$ cat src/rtl/mbinit_repairmb_responder_if.sv
// Sideband handshake bundle between the REPAIRMB responder and the sideband
// TX/RX blocks. The master side drives decoded RX traffic and TX status. The
// slave side (the responder) drives the outgoing message.
interface mbinit_repairmb_responder_if;
    logic       i_busy_sideband;
    logic       i_falling_edge_busy;
    logic [3:0] i_rx_sb_message;
    logic       i_msg_valid;
    logic [1:0] i_rx_functional_lanes;
    logic       o_valid_out;
    logic [3:0] o_tx_sb_message;

    modport master (
        output i_busy_sideband, i_falling_edge_busy, i_rx_sb_message,
               i_msg_valid, i_rx_functional_lanes,
        input  o_valid_out, o_tx_sb_message
    );

    modport slave (
        input  i_busy_sideband, i_falling_edge_busy, i_rx_sb_message,
               i_msg_valid, i_rx_functional_lanes,
        output o_valid_out, o_tx_sb_message
    );
endinterface

$ cat src/rtl/mbinit_repairmb_responder.sv
// MBINIT.REPAIRMB responder. It answers start, apply-degrade and end requests
// from the partner and checks each requested width against the local lane
// results. It retries through the repeater a bounded number of times. It
// flags a train error on exhaustion, on an illegal width, or on a request
// timeout.
module mbinit_repairmb_responder #(
    parameter int NUM_LANES      = 16,
    parameter int MAX_REPEATS    = 2,
    parameter int TIMEOUT_CYCLES = 8000,
    localparam int RCW = (MAX_REPEATS > 0) ? $clog2(MAX_REPEATS + 1) : 1
) (
    input  logic                 CLK,
    input  logic                 rst,
    input  logic                 i_enable,
    mbinit_repairmb_responder_if.slave sb,
    input  logic [NUM_LANES-1:0] i_lane_pass,
    input  logic                 i_done_repeater,
    output logic                 o_start_repeater,
    output logic [1:0]           o_functional_lanes,
    output logic [NUM_LANES-1:0] o_lane_mask,
    output logic [RCW-1:0]       o_repeat_count,
    output logic                 o_train_error,
    output logic                 o_end
);
    localparam logic [3:0] MSG_START_REQ  = 4'b0001;
    localparam logic [3:0] MSG_START_RESP = 4'b0010;
    localparam logic [3:0] MSG_END_REQ    = 4'b0011;
    localparam logic [3:0] MSG_END_RESP   = 4'b0100;
    localparam logic [3:0] MSG_DEG_REQ    = 4'b0101;
    localparam logic [3:0] MSG_DEG_RESP   = 4'b0110;

    localparam int            TW       = (TIMEOUT_CYCLES > 1) ? $clog2(TIMEOUT_CYCLES) : 1;
    localparam logic [TW-1:0] TMO_LAST = TW'((TIMEOUT_CYCLES > 0) ? TIMEOUT_CYCLES - 1 : 0);
    localparam logic [NUM_LANES-1:0] LO_HALF =
        {{(NUM_LANES/2){1'b0}}, {(NUM_LANES/2){1'b1}}};

    typedef enum logic [3:0] {
        IDLE, WAIT_START, BUSY_START, START_RESP, WAIT_REQ, CHECK, REPEAT,
        BUSY_DEG, DEG_RESP, BUSY_END, END_RESP, DONE, ERROR
    } state_t;

    state_t         state, nxt;
    logic [TW-1:0]  tmo_cnt;
    logic [1:0]     cap_code;
    logic           accepted;
    logic           timed_out;
    logic [NUM_LANES-1:0] req_mask;

    // Lane enables implied by the width code captured with the degrade request.
    always_comb begin
        case (cap_code)
            2'b11:   req_mask = '1;
            2'b01:   req_mask = LO_HALF;
            2'b10:   req_mask = ~LO_HALF;
            default: req_mask = '0;
        endcase
    end

    // Next-state decision: enable low, then timeout, then message decode.
    always_comb begin
        timed_out = (TIMEOUT_CYCLES != 0) && (state == WAIT_START || state == WAIT_REQ)
                    && (tmo_cnt == TMO_LAST);
        nxt = state;
        if (!i_enable) begin
            nxt = IDLE;
        end else if (timed_out) begin
            nxt = ERROR;
        end else begin
            case (state)
                IDLE:       nxt = WAIT_START;
                WAIT_START: if (sb.i_msg_valid && sb.i_rx_sb_message == MSG_START_REQ) nxt = BUSY_START;
                BUSY_START: if (!sb.i_busy_sideband) nxt = START_RESP;
                START_RESP: if (sb.i_falling_edge_busy) nxt = WAIT_REQ;
                WAIT_REQ: begin
                    if (sb.i_msg_valid && sb.i_rx_sb_message == MSG_DEG_REQ)
                        nxt = CHECK;
                    else if (sb.i_msg_valid && sb.i_rx_sb_message == MSG_END_REQ && accepted)
                        nxt = BUSY_END;
                end
                CHECK: begin
                    if (cap_code == 2'b00)                          nxt = ERROR;
                    else if ((i_lane_pass & req_mask) == req_mask)  nxt = BUSY_DEG;
                    else if (o_repeat_count < RCW'(MAX_REPEATS))    nxt = REPEAT;
                    else                                            nxt = ERROR;
                end
                REPEAT:     if (i_done_repeater) nxt = WAIT_REQ;
                BUSY_DEG:   if (!sb.i_busy_sideband) nxt = DEG_RESP;
                DEG_RESP:   if (sb.i_falling_edge_busy) nxt = WAIT_REQ;
                BUSY_END:   if (!sb.i_busy_sideband) nxt = END_RESP;
                END_RESP:   if (sb.i_falling_edge_busy) nxt = DONE;
                DONE:       nxt = DONE;
                ERROR:      nxt = ERROR;
                default:    nxt = IDLE;
            endcase
        end
    end

    // State, timeout counter, captured request and outputs, all registered
    // from the next state so every output lines up with the current state.
    always_ff @(posedge CLK) begin
        if (rst) begin
            state              <= IDLE;
            tmo_cnt            <= '0;
            cap_code           <= 2'b00;
            accepted           <= 1'b0;
            sb.o_valid_out     <= 1'b0;
            sb.o_tx_sb_message <= 4'b0000;
            o_start_repeater   <= 1'b0;
            o_functional_lanes <= 2'b11;
            o_lane_mask        <= '1;
            o_repeat_count     <= '0;
            o_train_error      <= 1'b0;
            o_end              <= 1'b0;
        end else begin
            state   <= nxt;
            tmo_cnt <= (nxt == state && (state == WAIT_START || state == WAIT_REQ))
                       ? tmo_cnt + 1'b1 : '0;

            case (nxt)
                START_RESP: begin sb.o_valid_out <= 1'b1; sb.o_tx_sb_message <= MSG_START_RESP; end
                DEG_RESP:   begin sb.o_valid_out <= 1'b1; sb.o_tx_sb_message <= MSG_DEG_RESP;   end
                END_RESP:   begin sb.o_valid_out <= 1'b1; sb.o_tx_sb_message <= MSG_END_RESP;   end
                default:    begin sb.o_valid_out <= 1'b0; sb.o_tx_sb_message <= 4'b0000;        end
            endcase
            o_start_repeater <= (nxt == REPEAT) && (state != REPEAT);
            o_end            <= (nxt == DONE);
            o_train_error    <= (nxt == ERROR);

            if (!i_enable) begin
                accepted           <= 1'b0;
                o_repeat_count     <= '0;
                o_functional_lanes <= 2'b11;
                o_lane_mask        <= '1;
            end else begin
                if (state == WAIT_REQ && nxt == CHECK)
                    cap_code <= sb.i_rx_functional_lanes;
                if (state == CHECK && nxt == BUSY_DEG) begin
                    o_functional_lanes <= cap_code;
                    o_lane_mask        <= req_mask;
                    accepted           <= 1'b1;
                end
                if (state == REPEAT && nxt == WAIT_REQ) begin
                    o_repeat_count <= o_repeat_count + 1'b1;
                    accepted       <= 1'b0;
                end
            end
        end
    end
endmodule

$ cat src/flat_wrapper.sv
// flat-port wrapper written by rule: the top's interface ports become plain ports
module mbinit_repairmb_responder_flat 
#(
    parameter int NUM_LANES      = 16,
    parameter int MAX_REPEATS    = 2,
    parameter int TIMEOUT_CYCLES = 8000,
    localparam int RCW = (MAX_REPEATS > 0) ? $clog2(MAX_REPEATS + 1) : 1
)
  (CLK, rst, i_enable, i_lane_pass, i_done_repeater, o_start_repeater, o_functional_lanes, o_lane_mask, o_repeat_count, o_train_error, o_end, sb_i_busy_sideband, sb_i_falling_edge_busy, sb_i_rx_sb_message, sb_i_msg_valid, sb_i_rx_functional_lanes, sb_o_valid_out, sb_o_tx_sb_message);
  mbinit_repairmb_responder_if sb_i ();
  input  logic CLK;
  input  logic rst;
  input  logic i_enable;
  input  logic [NUM_LANES-1:0] i_lane_pass;
  input  logic i_done_repeater;
  output logic o_start_repeater;
  output logic [1:0] o_functional_lanes;
  output logic [NUM_LANES-1:0] o_lane_mask;
  output logic [RCW-1:0] o_repeat_count;
  output logic o_train_error;
  output logic o_end;
  input wire logic [$bits(sb_i.i_busy_sideband)-1:0] sb_i_busy_sideband;
  input wire logic [$bits(sb_i.i_falling_edge_busy)-1:0] sb_i_falling_edge_busy;
  input wire logic [$bits(sb_i.i_rx_sb_message)-1:0] sb_i_rx_sb_message;
  input wire logic [$bits(sb_i.i_msg_valid)-1:0] sb_i_msg_valid;
  input wire logic [$bits(sb_i.i_rx_functional_lanes)-1:0] sb_i_rx_functional_lanes;
  output wire logic [$bits(sb_i.o_valid_out)-1:0] sb_o_valid_out;
  output wire logic [$bits(sb_i.o_tx_sb_message)-1:0] sb_o_tx_sb_message;
  assign sb_i.i_busy_sideband = sb_i_busy_sideband;
  assign sb_i.i_falling_edge_busy = sb_i_falling_edge_busy;
  assign sb_i.i_rx_sb_message = sb_i_rx_sb_message;
  assign sb_i.i_msg_valid = sb_i_msg_valid;
  assign sb_i.i_rx_functional_lanes = sb_i_rx_functional_lanes;
  assign sb_o_valid_out = sb_i.o_valid_out;
  assign sb_o_tx_sb_message = sb_i.o_tx_sb_message;
  mbinit_repairmb_responder #(.NUM_LANES(NUM_LANES), .MAX_REPEATS(MAX_REPEATS), .TIMEOUT_CYCLES(TIMEOUT_CYCLES)) u_core (.CLK(CLK), .rst(rst), .i_enable(i_enable), .sb(sb_i), .i_lane_pass(i_lane_pass), .i_done_repeater(i_done_repeater), .o_start_repeater(o_start_repeater), .o_functional_lanes(o_functional_lanes), .o_lane_mask(o_lane_mask), .o_repeat_count(o_repeat_count), .o_train_error(o_train_error), .o_end(o_end));
endmodule
$ cat config.mk
export PLATFORM = sky130hd
export DESIGN_NAME = mbinit_repairmb_responder_flat
export DESIGN_NICKNAME = d
export VERILOG_FILES = /design/src/rtl/mbinit_repairmb_responder_if.sv /design/src/rtl/mbinit_repairmb_responder.sv /design/src/flat_wrapper.sv
export SDC_FILE = /design/constraint.sdc
export NUM_CORES = 1
export LEC_CHECK = 0
export CAP_MARGIN = 20
export CORE_ASPECT_RATIO = 0.9
export CORE_UTILIZATION = 30
export CTS_BUF_LIST = sky130_fd_sc_hd__clkbuf_4
export CTS_CLUSTER_DIAMETER = 150
export DETAILED_ROUTE_END_ITERATION = 10
export SYNTH_ARGS = -nofsm -noshare
export SYNTH_HDL_FRONTEND = slang
export SYNTH_SLANG_ARGS = --single-unit
$ cat constraint.sdc
create_clock -name CLK -period 5.7 [get_ports CLK]
set_input_delay 1.14 -clock CLK [delete_from_list [all_inputs] [get_ports CLK]]
set_output_delay 1.14 -clock CLK [all_outputs]
set_load 0.03 [all_outputs]
==> out/qor.json, run 1 <==
{
  "grt_setup_unrepaired": "no",
  "ys_warn_count": 0,
  "worst_setup_skew_after_layout_ps": 9.33,
  "clk_path_buf_depth": 2,
  "drt_drc_violations_left": 0,
  "antenna_cells": 0,
  "cts_hold_fix_bufs": 0,
  "number_of_stages_on_the_worst_setup_path": 8,
  "utilization_pct": 39.0,
  "crit_fanout": 13,
  "clockRootBuffer": "clkbuf_4",
  "yosys.area.top_type_share_pct": 29.8,
  "ys_ff_latch": 32,
  "layout_min_cycle_time_ps": 3440,
  "finalSetupViolations": 0,
  "crit_path_cell_trace": "clkdlybuf4s50_1, nor4bb_1, nand3_1, nor2_1, nor3_1, or3_4, xor2_2, nor4b_1",
  "rows": 28,
  "dominant_combinational_cell_family_by_area_after_synthesis": "simple AND/OR/NAND/NOR gates",
  "area_of_the_core_sq_um": 6760,
  "min_period_over_period_pct": 60.4,
  "start_util_pct": 31.8,
  "drt_pass1_iterations": 4,
  "synth_enable_flop_cells": 0,
  "worst_hold_startpoint": "u_core.o_functional_lanes[0]",
  "post-route-worst-setup-slack_ps": 2260,
  "slowest_delay_ps": 820,
  "max_slew_margin_pct": 30.5,
  "final_max_slew_viol_count": 0,
  "cpLargestDelayFamily": "simple AND/OR/NAND/NOR gates",
  "first_iter_violations": 102,
  "place.detailed.hpwl_microns": 3490,
  "instances_no_fill": 354,
  "worst_setup_path_endpoint": "u_core.tmo_cnt[10]",
  "critical_path.slowest_cell": "xor2_2",
  "synthDistinctLibCells": 62,
  "postCtsResizedCells": 0,
  "final_wirelength_microns": 4660,
  "vias_per_cell": 4.90,
  "seq_area_frac_synth_pct": 29.8,
  "synthMuxAreaShare_pct": 1.40,
  "top_cells_by_instance_count_after_synthesis": "dfxtp_1 (32), buf_4 (17), nor2_1 (16), nand2_1 (15), o21ai_0 (9)",
  "synth-simple-area-share_pct": 35.8,
  "first_global_vias": 1602,
  "synthXorXnorAreaFrac_pct": 6.81,
  "mappedNetlistArea_sq_um": 2150,
  "grt_start_max_net_pins": 20,
  "synthToLayoutAreaGrowth_pct": 22.5,
  "worst_ir_drop_vdd_uv": 60.2,
  "cts_tree": "yes",
  "final_nets": 294,
  "cts.reportedPaths.clkPinSlew_ps": 100,
  "worst-setup-path-type": "in -> reg",
  "number_of_routed_nets_with_antenna_violations": 0,
  "r2r_setup_slack_ps": 2800,
  "wire_length_of_the_first_global_routing_pass_microns": 7650,
  "post-place-ws_ps": 1890,
  "hold_viol_final": 0,
  "netlist_top_cells_area": "dfxtp_1 (30%), buf_4 (5.9%), nor4b_2 (4.9%)",
  "average_size_of_a_mapped_cell_sq_um": 9.43,
  "cts_inserted_buffers": 5,
  "total_placed_cells_including_tap_cells": 347,
  "dominantRegCellSynth": "dfxtp_1",
  "startpoint_type": "input port",
  "numClockSinks": 32,
  "finalSetupTns_ps": 0,
  "die_area_sq_um": 7510,
  "input_output_buffers": 54,
  "synthesized_area_fraction_occupied_by_adder_cells_pct": 0.582,
  "run_status": "finished clean",
  "postCtsSetupRepairBufs": 0,
  "synth.largest_area_cell": "dfxtp_1",
  "die_w_microns": 91.2,
  "synthCells": 228,
  "timing.critical_path.buf_inv": 1,
  "p_leak_nw": 0.858,
  "cp-end-kind": "register",
  "leading_cell_type_by_number_of_instances_after_synthesis": "dfxtp_1",
  "floorplan.die.height_microns": 82.3,
  "htreeDepth": 2,
  "timing.rr.end": "u_core.tmo_cnt[10]",
  "source_to_sink_clock_delay_at_the_later_pin_of_the_worst_skew_pair_ps": 330,
  "num_io_pins": 57,
  "required_ps": 5880,
  "crit-reg2reg-launch": "u_core.state[0]",
  "layout-drive-gt1-share_pct": 14.4,
  "grt_remaining_overflow": 0,
  "initial_antenna_violation_count": 0,
  "setup.worst_path.start": "sb_i_msg_valid",
  "wire_per_inst_microns": 13.2,
  "critical_path_arrival_ps": 3620,
  "synth-compound-area-share_pct": 14.3,
  "synth_async_sr_flop_share_pct": 0,
  "finalWeightedCongestion": 0.806,
  "grt_usage_pct": 12.9,
  "timing.reg2reg.worst_path_depth": 6,
  "vias": 1735,
  "measured_slew_at_the_worst_slew_check_pin_ps": 1040,
  "achievable-frequency_ghz": 0.290,
  "hold_path_class": "reg -> reg",
  "max_cap_violations": 0,
  "power.density_nw_per_um2": 153
}
-- report_power, final --
| group | total, mW | switching [mW] | internal, mW |
|---|---|---|---|
| sequential | 0.227 | 0.00280 | 0.224 |
| combinational | 0.0519 | 0.0241 | 0.0278 |
| clock | 0.125 | 0.0746 | 0.0501 |
-- per-layer routing --
layer  GRT usage [%]  up-vias  routed length, microns
li1                -      879                       -
met1            17.8      815                    2400
met2            19.7       37                    2060
met3            2.93        4                     161
met4            4.76        0                      50
met5               0        -                       0
-- stage by stage --
stage | cell area, sq um | total power [mW] | hold WS [ps]
after floorplan | 2150 | 0.262 | 467
after global placement | 2580 | 0.284 | 457
after detailed placement | 2580 | 0.284 | 462
after CTS | 2630 | 0.408 | 478
after global routing | 2630 | 0.422 | 495
final | 2630 | 0.404 | 477
-- cell usage in the layout (no fill, tap or decap), types with 3 or more instances in the layout --
cell type | Yosys | final
nand2_1 | 15 | 15
xor2_1 | 5 | 5
nand2b_1 | 8 | 8
inv_1 | 3 | 3
a21oi_1 | 5 | 5
nor2b_1 | 5 | 5
dfxtp_1 | 32 | 32
o21ai_1 | 3 | 3
o21ai_0 | 9 | 9
nor4b_2 | 7 | 7
and3_1 | 8 | 8
nor3_1 | 7 | 7
nor2_1 | 16 | 16
clkdlybuf4s50_1 | 0 | 54
xnor2_1 | 8 | 8
nand4_1 | 7 | 7
nor4b_4 | 3 | 3
nand3_1 | 8 | 8
clkbuf_4 | 0 | 6
mux2i_1 | 3 | 3
-- cell families after synthesis --
logic type / count (synthesis)
multiplexers: 3
buffers and inverters: 30
other: 1
XOR/XNOR: 15
AO/OA/AOI/OAI: 39
flip-flops: 32
adder cells (fa/ha/maj): 1
AND/OR/NAND/NOR: 107
-- flip-flops by register name, summed over array words and instances, names as in the netlist --
name and flops:
u_core.cap_code 2, u_core.o_repeat_count 2, u_core.o_end 1, u_core.sb.o_tx_sb_message 2, u_core.sb.o_valid_out 1, u_core.accepted 1, u_core.o_start_repeater 1, u_core.state 4
u_core.o_train_error 1, u_core.o_lane_mask 2, u_core.o_functional_lanes 2, u_core.tmo_cnt 13
-- worst min path at each step --
stage / to / slack [ps] / depth (start not counted)
detailed placement: u_core.o_functional_lanes[0] / 460 / 2
CTS: u_core.o_functional_lanes[0] / 480 / 2
global route: u_core.o_functional_lanes[1] / 500 / 2
floorplan: u_core.tmo_cnt[0] / 470 / 1
finish: u_core.o_functional_lanes[0] / 480 / 2
global placement: u_core.o_functional_lanes[1] / 460 / 2
-- worst reg2reg max path: stages (launching register included) --
cell	delay (ps)
dfxtp_1	770
nor2_1	200
o21ai_2	330
nor3_1	100
or3_4	420
xor2_2	820
nor4b_1	130
-- layout make-up --
cell class,instances,area (sq um)
Clock inverter,1,5.00
Sequential cell,32,641
Inverter,4,17.5
Timing Repair Buffer,54,541
Tap cell,90,113
Fill cell,662,4130
Multi-Input combinational cell,167,1270
Clock buffer,6,45.0
No activity file was read; power rests on OpenSTA's default activity.
==> inputs of run 2 (changes only) <==
clock period = 3.3 ns   (was 5.7 ns; I/O delays follow)
==> out/qor.json, run 2 (same netlist as run 1, synthesis figures left out) <==
{
  "run_status": "finished clean",
  "post-route-worst-setup-slack": {"value": 343, "unit": "ps", "change": "-1910 ps"},
  "final_nets": {"value": 297, "change": "+1.0%"},
  "initial_antenna_violation_count": {"value": 0, "change": "unchanged"},
  "power_report.internal_total": {"value": 0.603, "unit": "mW", "change": "+100%"},
  "sw_frac_of_total": {"value": 23.3, "unit": "%", "change": "-1.8 points"},
  "cts_tree": "yes",
  "fillers": {"value": 666, "change": "+0.60%"},
  "top_register": "u_core.tmo_cnt",
  "htreeDepth": {"value": 2, "change": "unchanged"},
  "input_output_buffers": {"value": 54, "change": "unchanged"},
  "reg_top3": "u_core.tmo_cnt: 13 flops, u_core.state: 4 flops",
  "grt_use_met2": {"value": 18.6, "unit": "%", "change": "-1.1 points"},
  "die_w": {"value": 91.2, "unit": "microns", "change": "unchanged"},
  "clockRootBuffer": "clkbuf_4",
  "postCtsResizedCells": {"value": 0, "change": "unchanged"},
  "drt_drc_violations_left": {"value": 0, "change": "unchanged"},
  "finalSetupViolations": {"value": 0, "change": "unchanged"},
  "cts_hold_fix_bufs": {"value": 0, "change": "unchanged"},
  "required": {"value": 3490, "unit": "ps", "change": "-2390 ps"},
  "final_wirelength": {"value": 4620, "unit": "microns", "change": "-0.86%"},
  "grt.met1_usage": {"value": 19.1, "unit": "%", "change": "+1.3 points"},
  "achievable-frequency_ghz": 0.338,
  "grt_remaining_overflow": {"value": 0, "change": "unchanged"},
  "source_to_sink_clock_delay_at_the_later_pin_of_the_worst_skew_pair": {"value": 340, "unit": "ps", "change": "about the same"},
  "power.share.combinational": {"value": 11.4, "unit": "%", "change": "-1.5 points"},
  "finalWeightedCongestion": {"value": 0.801, "change": "-0.61%"},
  "final_max_slew_viol_count": {"value": 0, "change": "unchanged"},
  "vias": {"value": 1744, "change": "+0.52%"},
  "cp-end-kind": "register",
  "grt_start_max_net_pins": {"value": 20, "change": "unchanged"},
  "grt_setup_unrepaired": "no",
  "hold_path_class": "reg -> reg",
  "p_leak": {"value": 0.887, "unit": "nW", "change": "+3.3%"},
  "layout_min_cycle_time_ps": 2960,
  "worst-setup-path-type": "in -> reg",
  "numClockSinks": {"value": 32, "change": "unchanged"},
  "clk_path_buf_depth": {"value": 2, "change": "unchanged"},
  "measured_slew_at_the_worst_slew_check_pin": {"value": 1040, "unit": "ps", "change": "+2.50 ps"},
  "first_iter_violations": {"value": 99, "change": "-2.9%"},
  "die_area": {"value": 7510, "unit": "sq um", "change": "unchanged"},
  "synthToLayoutAreaGrowth_pct": 25.0,
  "wire_per_inst": {"value": 12.9, "unit": "microns", "change": "-2.0%"},
  "max_cap_violations": {"value": 0, "change": "unchanged"},
  "num_io_pins": {"value": 57, "change": "unchanged"},
  "place.detailed.hpwl": {"value": 3500, "unit": "microns", "change": "+0.20%"},
  "register_share_of_total_power": {"value": 49.8, "unit": "%", "change": "-6.4 points"},
  "crit_fanout": {"value": 13, "change": "unchanged"},
  "layout.cells.most_common": "clkdlybuf4s50_1",
  "cts.reportedPaths.clkPinSlew": {"value": 100, "unit": "ps", "change": "about the same"},
  "hold_viol_final": {"value": 0, "change": "unchanged"},
  "number_of_routed_nets_with_antenna_violations": {"value": 0, "change": "unchanged"},
  "max_reg_flops": {"value": 13, "change": "unchanged"},
  "min_period_over_period_pct": 89.6,
  "start_util": {"value": 31.8, "unit": "%", "change": "unchanged"},
  "cts_inserted_buffers": {"value": 5, "change": "unchanged"},
  "floorplan.die.height": {"value": 82.3, "unit": "microns", "change": "unchanged"},
  "layout-drive-gt1-share": {"value": 15.7, "unit": "%", "change": "+1.3 points"},
  "power.density": {"value": 293, "unit": "nW/um^2", "change": "+91%"},
  "drt_pass1_iterations": {"value": 4, "change": "unchanged"},
  "netSwitchingPower": {"value": 0.183, "unit": "mW", "change": "+81%"},
  "max_slew_margin": {"value": 30.4, "unit": "%", "change": "-0.17 points"},
  "first_global_vias": {"value": 1590, "change": "-0.75%"},
  "most-common-layout-cells": "clkdlybuf4s50_1 (54), dfxtp_1 (32), nor2_1 (16)",
  "grt_usage": {"value": 13.3, "unit": "%", "change": "+0.41 points"},
  "wire_length_of_the_first_global_routing_pass": {"value": 7870, "unit": "microns", "change": "+2.8%"},
  "startpoint_type": "input port",
  "finalSetupTns": {"value": 0, "unit": "ps", "change": "unchanged"},
  "rows": {"value": 28, "change": "unchanged"},
  "vias_per_cell": {"value": 4.87, "change": "-0.60%"},
  "post-place-ws": {"value": -35.8, "unit": "ps", "change": "-1920 ps"},
  "postCtsSetupRepairBufs": {"value": 0, "change": "unchanged"},
  "critical_path_arrival": {"value": 3150, "unit": "ps", "change": "-470 ps"},
  "area_of_the_core": {"value": 6760, "unit": "sq um", "change": "unchanged"},
  "antenna_cells": {"value": 0, "change": "unchanged"},
  "grt_busiest_layer": "met1",
  "worst_setup_skew_after_layout": {"value": 13.2, "unit": "ps", "change": "+3.84 ps"},
  "use_met3": {"value": 2.56, "unit": "%", "change": "-0.37 points"},
  "clockPowerShare": {"value": 38.8, "unit": "%", "change": "+7.9 points"},
  "worst_ir_drop_vdd": {"value": 161, "unit": "uV", "change": "+170%"}
}
## run 2: cell count changes in the layout (fill, tap and decap cells not counted)
cell       delta
buf_4         +3
bufinv_16     +1
## run 2: final timing paths
path | from | endpoint | slack (ps) | cells after the start
max | sb_i_msg_valid | u_core.tmo_cnt[5] | 340 | 8
min reg2reg | u_core.o_functional_lanes[1] | u_core.o_functional_lanes[1] | 470 | 2
min | u_core.o_functional_lanes[1] | u_core.o_functional_lanes[1] | 470 | 2
max reg2reg | u_core.state[0] | u_core.tmo_cnt[5] | 420 | 6
## run 2: worst max-delay path: stages
cell and delay [ps]:
clkdlybuf4s50_1 470, nor4bb_1 290, nand3_1 150, nor2_1 150, nor3_1 70, or3_4 410
xor2_2 820, nor4b_2 120
## run 2: layer usage
layer / part of all wire, % / up-vias
li1: - / 887
met1: 52 / 802
met2: 41 / 45
met3: 4.1 / 10
met4: 2.7 / 0
met5: 0 / -
## run 2: final cells by class
class,count,area [sq um],share of cell area [%]
multi-input combinational,167,1270,47.4
clock buffer,6,45.0,1.68
inverter,4,17.5,0.652
timing repair buffer,57,563,21.0
tap,90,113,4.19
clock inverter,2,35.0,1.30
sequential,32,641,23.8
## run 2: power by group through the flow
stage	registers (mW)	logic (mW)	clock network, mW
2_1_floorplan	0.397	0.0552	0
6_report	0.392	0.0894	0.305
4_1_cts	0.392	0.0903	0.311
3_3_place_gp	0.401	0.0901	0
3_5_place_dp	0.401	0.0899	0
5_1_grt	0.393	0.0975	0.334
## run 2: per-stage QoR
stage	total power [mW]	std cells	hold slack [ps]	util (%)	area, sq um
6_report	0.786	358	469	39.7	2690
5_1_grt	0.824	358	497	39.7	2690
4_1_cts	0.794	358	477	39.7	2690
3_5_place_dp	0.491	350	463	38.5	2610
3_3_place_gp	0.491	350	455	38.5	2610
2_1_floorplan	0.453	229	467	-	2150
